===== config.mk =====
export PLATFORM = sky130hd
export DESIGN_NAME = stream_demux
export DESIGN_NICKNAME = d
export VERILOG_FILES = /design/src/rtl/stream_demux_pkg.sv /design/src/rtl/stream_demux_slot.sv /design/src/rtl/stream_demux.sv
export SDC_FILE = /design/constraint.sdc
export NUM_CORES = 1
export LEC_CHECK = 0
export CAP_MARGIN = 0
export CORE_ASPECT_RATIO = 0.8
export CORE_MARGIN = 10
export CORE_UTILIZATION = 40
export CTS_BUF_LIST = sky130_fd_sc_hd__clkbuf_8
export DETAILED_ROUTE_END_ITERATION = 10
export PLACE_DENSITY_LB_ADDON = 0.05
export SYNTH_ARGS = -nofsm -noshare
export SYNTH_HDL_FRONTEND = slang
export SYNTH_HIERARCHICAL = 1
export SYNTH_SLANG_ARGS = --single-unit

===== constraint.sdc =====
create_clock -name aclk -period 1.6 [get_ports aclk]
set_input_delay 0.16 -clock aclk [delete_from_list [all_inputs] [get_ports aclk]]
set_output_delay 0.16 -clock aclk [all_outputs]
set_load 0.01 [all_outputs]

===== src/rtl/stream_demux_pkg.sv =====
// Shared definitions for the stream demultiplexer.
package stream_demux_pkg;

  // Bits needed to index n items, never less than one bit.
  function automatic int selw(input int n);
    return (n <= 1) ? 1 : $clog2(n);
  endfunction

endpackage


===== src/rtl/stream_demux_slot.sv =====
// One output register of the demux: holds a word until its consumer takes it.
module stream_demux_slot #(
  parameter int WIDTH = 16
) (
  input  logic             aclk,
  input  logic             aresetn,
  input  logic             load,
  input  logic [WIDTH-1:0] din,
  output logic             tvalid,
  input  logic             tready,
  output logic [WIDTH-1:0] dout
);

  logic             vld_p0;
  logic [WIDTH-1:0] data_p0;

  // A load wins over a drain so a full slot can be refilled every cycle.
  always_ff @(posedge aclk or negedge aresetn) begin
    if (!aresetn) begin
      vld_p0  <= 1'b0;
      data_p0 <= '0;
    end else if (load) begin
      vld_p0  <= 1'b1;
      data_p0 <= din;
    end else if (tready) begin
      vld_p0  <= 1'b0;
    end
  end

  assign tvalid = vld_p0;
  assign dout   = data_p0;

endmodule


===== src/rtl/stream_demux.sv =====
// Round-robin demultiplexer: one input stream spread over NOUTPUTS streams,
// BURST consecutive words per output before moving on.
module stream_demux
  import stream_demux_pkg::*;
#(
  parameter int NOUTPUTS = 2,
  parameter int WIDTH    = 16,
  parameter int BURST    = 1
) (
  input  logic                          aclk,
  input  logic                          aresetn,
  input  logic [WIDTH-1:0]              s_tdata,
  input  logic                          s_tvalid,
  output logic                          s_tready,
  output logic [NOUTPUTS*WIDTH-1:0]     m_tdata,
  output logic [NOUTPUTS-1:0]           m_tvalid,
  input  logic [NOUTPUTS-1:0]           m_tready,
  output logic [selw(NOUTPUTS)-1:0]     sel
);

  localparam int SELW = selw(NOUTPUTS);
  localparam int CW   = selw(BURST);
  localparam logic [SELW-1:0] SEL_LAST = SELW'(NOUTPUTS - 1);
  localparam logic [CW-1:0]   CNT_LAST = CW'(BURST - 1);

  logic [CW-1:0]       cnt;
  logic                sel_vld;
  logic                sel_rdy;
  logic                accept;
  logic [NOUTPUTS-1:0] load;

  // Look up the handshake state of the currently selected output.
  always_comb begin
    sel_vld = 1'b0;
    sel_rdy = 1'b0;
    for (int i = 0; i < NOUTPUTS; i++) begin
      if (sel == SELW'(i)) begin
        sel_vld = m_tvalid[i];
        sel_rdy = m_tready[i];
      end
    end
  end

  // Input is accepted only when the selected slot is empty or draining now.
  assign s_tready = aresetn && (!sel_vld || sel_rdy);
  assign accept   = s_tvalid && s_tready;

  // Steer the accepted word into the selected slot only.
  always_comb begin
    load = '0;
    for (int i = 0; i < NOUTPUTS; i++) begin
      load[i] = accept && (sel == SELW'(i));
    end
  end

  for (genvar g = 0; g < NOUTPUTS; g++) begin : g_slot
    stream_demux_slot #(
      .WIDTH (WIDTH)
    ) u_slot (
      .aclk    (aclk),
      .aresetn (aresetn),
      .load    (load[g]),
      .din     (s_tdata),
      .tvalid  (m_tvalid[g]),
      .tready  (m_tready[g]),
      .dout    (m_tdata[g*WIDTH +: WIDTH])
    );
  end

  // Burst position and output index move only on an accepted word.
  always_ff @(posedge aclk or negedge aresetn) begin
    if (!aresetn) begin
      cnt <= '0;
      sel <= '0;
    end else if (accept) begin
      if (cnt == CNT_LAST) begin
        cnt <= '0;
        sel <= (sel == SEL_LAST) ? '0 : sel + 1'b1;
      end else begin
        cnt <= cnt + 1'b1;
      end
    end
  end

endmodule


==> results.toml <==
[job]
maxCapViolCount = 0

[synth]
synth-seq-area-share_pct = 59.8
synth.distinct_cells = 16
synth_area_um2 = 1470
netlist_instances = 85
syn_avg_cell_area_um2 = 17.2
synth_warnings = 6
syn_nets = 106
ys_seq_elements = 35

[placement]
place_congestion = 0.714
numPortBuffers = 56
dp_hpwl_mm = 2.61

[critical_path]
cp-startpoint = "aresetn"
r2r-start = "g_slot[1].u_slot/tvalid"
cp.required_ns = 1.76
critPathKind = "primary input to flip-flop"
r2r_end = "g_slot[1].u_slot/dout[12]"
cp.arrival_ns = 1.66
cp-end-kind = "flip-flop"
path_max_fanout = 9
r2r_setup_slack_ns = 0.19
startpoint_type = "primary input"
reg2regPathDepth = 5
crit_path_end = "g_slot[0].u_slot/dout[15]"

[pwr]
p_leak_nw = 0.962
clkPwrFrac_pct = 17.7
p_int_mw = 2.75
power_frac_comb_pct = 43.4
ir_drop_uv = 1130
p_per_area_nw_per_um2 = 1750
p_seq_share_pct = 38.9
p_switching_mw = 1.05
p_total_mw = 3.80
switching_share_pct = 27.7

[global_routing]
antenna_found_initial = 0
track_usage_pct = 11.0
grt_max_degree = 30
grt-ovfl-total = 0
grt_pass1_wl_mm = 5.50
grt_pass1_vias = 1044

[cts]
clkTransAtPathRegs_ns = 0.06
htreeDepth = 2
cts_buffers = 5
clockBufferDepth = 2
clock_sinks = 35
cts_tree = "yes"
cts_root_buffer = "clkbuf_8"
insertion_delay_ns = 0.28

[timing]
setup_viol_count_final = 0
fmax_mhz = 669
finalCritPeriodShare_pct = 93.5
period_needed_ns = 1.50
fin_skew_ns = 0.00401
grt_setup_unrepaired = "false"
slew_viol_final = 0
relSlewSlack_pct = 75.6
finalHoldViolations = 0
worstMarginPinSlew_ns = 0.366

[layout]
post-route-util_pct = 62.5
drive_above_1_share_pct = 33.6
areaGrowthSynthToFinish_pct = 48.1
layout_common_cells = "clkdlybuf4s50_1, dfrtp_1, mux2_4"
multi_input_area_um2 = 518
nFillCells = 262
final-seq-area_um2 = 876
layout.nets = 172
antennaDiodeCount = 0
layout_commonest_cell = "clkdlybuf4s50_1"

[floorplanning]
rows = 19
core-area_um2 = 3470
fp.dieArea_um2 = 6500
die_w_um = 87.7
initial_core_util_pct = 42.2
die_y_um = 74.1
ios = 57

[route]
via_per_inst = 4.71
drtAntennaViolNets = 0
drc = 0
first_iter_violations = 43
vias = 913
drt-pass1-iter-count = 3
wire_per_inst_um = 17.4
wirelength_mm = 3.38

[status]
outcome = "finished, final reports clean"

[min_path]
hp-class = "primary input to flip-flop"
-- critical path, stage by stage --
cell and delay, ns:
dlygate4sd3_1 0.52, buf_2 0.16, nand2_1 0.10, nor3_4 0.13
buf_4 0.22, mux2_2 0.35
-- worst min path at each step --
stage                 from                       end  slack [ns]  cells past startpoint
4_1_cts        m_tready[1]   g_slot[1].u_slot/tvalid        0.49                      3
2_1_floorplan      aresetn  g_slot[0].u_slot/dout[0]       -0.14                      0
3_3_place_gp       aresetn   g_slot[1].u_slot/tvalid        0.03                      1
5_1_grt        m_tready[1]   g_slot[1].u_slot/tvalid        0.51                      3
6_report       m_tready[1]   g_slot[1].u_slot/tvalid        0.50                      3
3_5_place_dp       aresetn   g_slot[1].u_slot/tvalid        0.03                      1
-- cell families after synthesis --
group / after synthesis / share of synthesized area, %
and+or+nand+nor: 7 / 3.59
muxes: 32 / 29.2
DFF: 35 / 59.8
AOI/OAI and AO/OA: 4 / 2.39
buffers and inverters: 7 / 5.04
-- flip-flops by register name, summed over array words and instances (netlist names) --
signal and count:
g_slot.u_slot/dout 32, g_slot.u_slot/tvalid 2, sel 1
-- power by group through the flow --
stage	registers [mW]	clock network (mW)	logic [mW]
after global placement	1.48	0	1.66
after floorplan	1.65	0	0.548
after global routing	1.54	0.740	1.75
final	1.48	0.673	1.65
after CTS	1.49	0.701	1.69
after detailed placement	1.50	0	1.68
-- timing repair --
| item | CTS | global route |
|---|---|---|
| hold buffers | 2 | 0 |
| resized for setup | 1 | 0 |
| setup buffers | 0 | 0 |
| endpoints found under the hold margin | 6 | 0 |
| endpoints found under the setup margin | 1 | 0 |
-- routing by layer --
metal / track usage [%] / vias to the layer above / part of all wire [%]
met5: 0 / - / 0
met2: 17.0 / 31 / 47
li1: - / 422 / -
met1: 13.2 / 452 / 44
met4: 5.30 / 0 / 2.0
met3: 4.37 / 8 / 6.8
-- synth_stat cells, drive strengths merged --
master | number | share of area, %
nor2 | 1 | 0.26
nand3 | 1 | 0.34
inv | 3 | 0.77
a21o | 3 | 1.7
nand2b | 1 | 0.43
dfrtp | 35 | 60
nor2b | 1 | 0.94
buf | 4 | 4.3
nand2 | 2 | 0.51
o211a | 1 | 0.68
nor3 | 1 | 1.1
mux2 | 32 | 29
-- cell type report --
cell class	count	share of cell area (%)
Tap cell	42	2.42
Multi-Input combinational cell	43	23.9
Clock inverter	1	0.173
Timing Repair Buffer	63	28.2
Clock buffer	7	4.44
Sequential cell	35	40.4
Inverter	3	0.519
-- per-stage QoR --
step / std cells / worst slack, ns / hold WS (ns) / cell area (um^2) / TNS (ns)
2_1_floorplan: 85 / 0.179 / -0.136 / 1470 / 0
3_3_place_gp: 184 / -0.0695 / 0.0286 / 2050 / -0.963
3_5_place_dp: 184 / -0.0841 / 0.0329 / 2050 / -1.19
4_1_cts: 194 / 0.0907 / 0.487 / 2170 / 0
5_1_grt: 194 / 0.0183 / 0.505 / 2170 / 0
6_report: 194 / 0.104 / 0.496 / 2170 / 0
(Power assumes the default switching activity.)
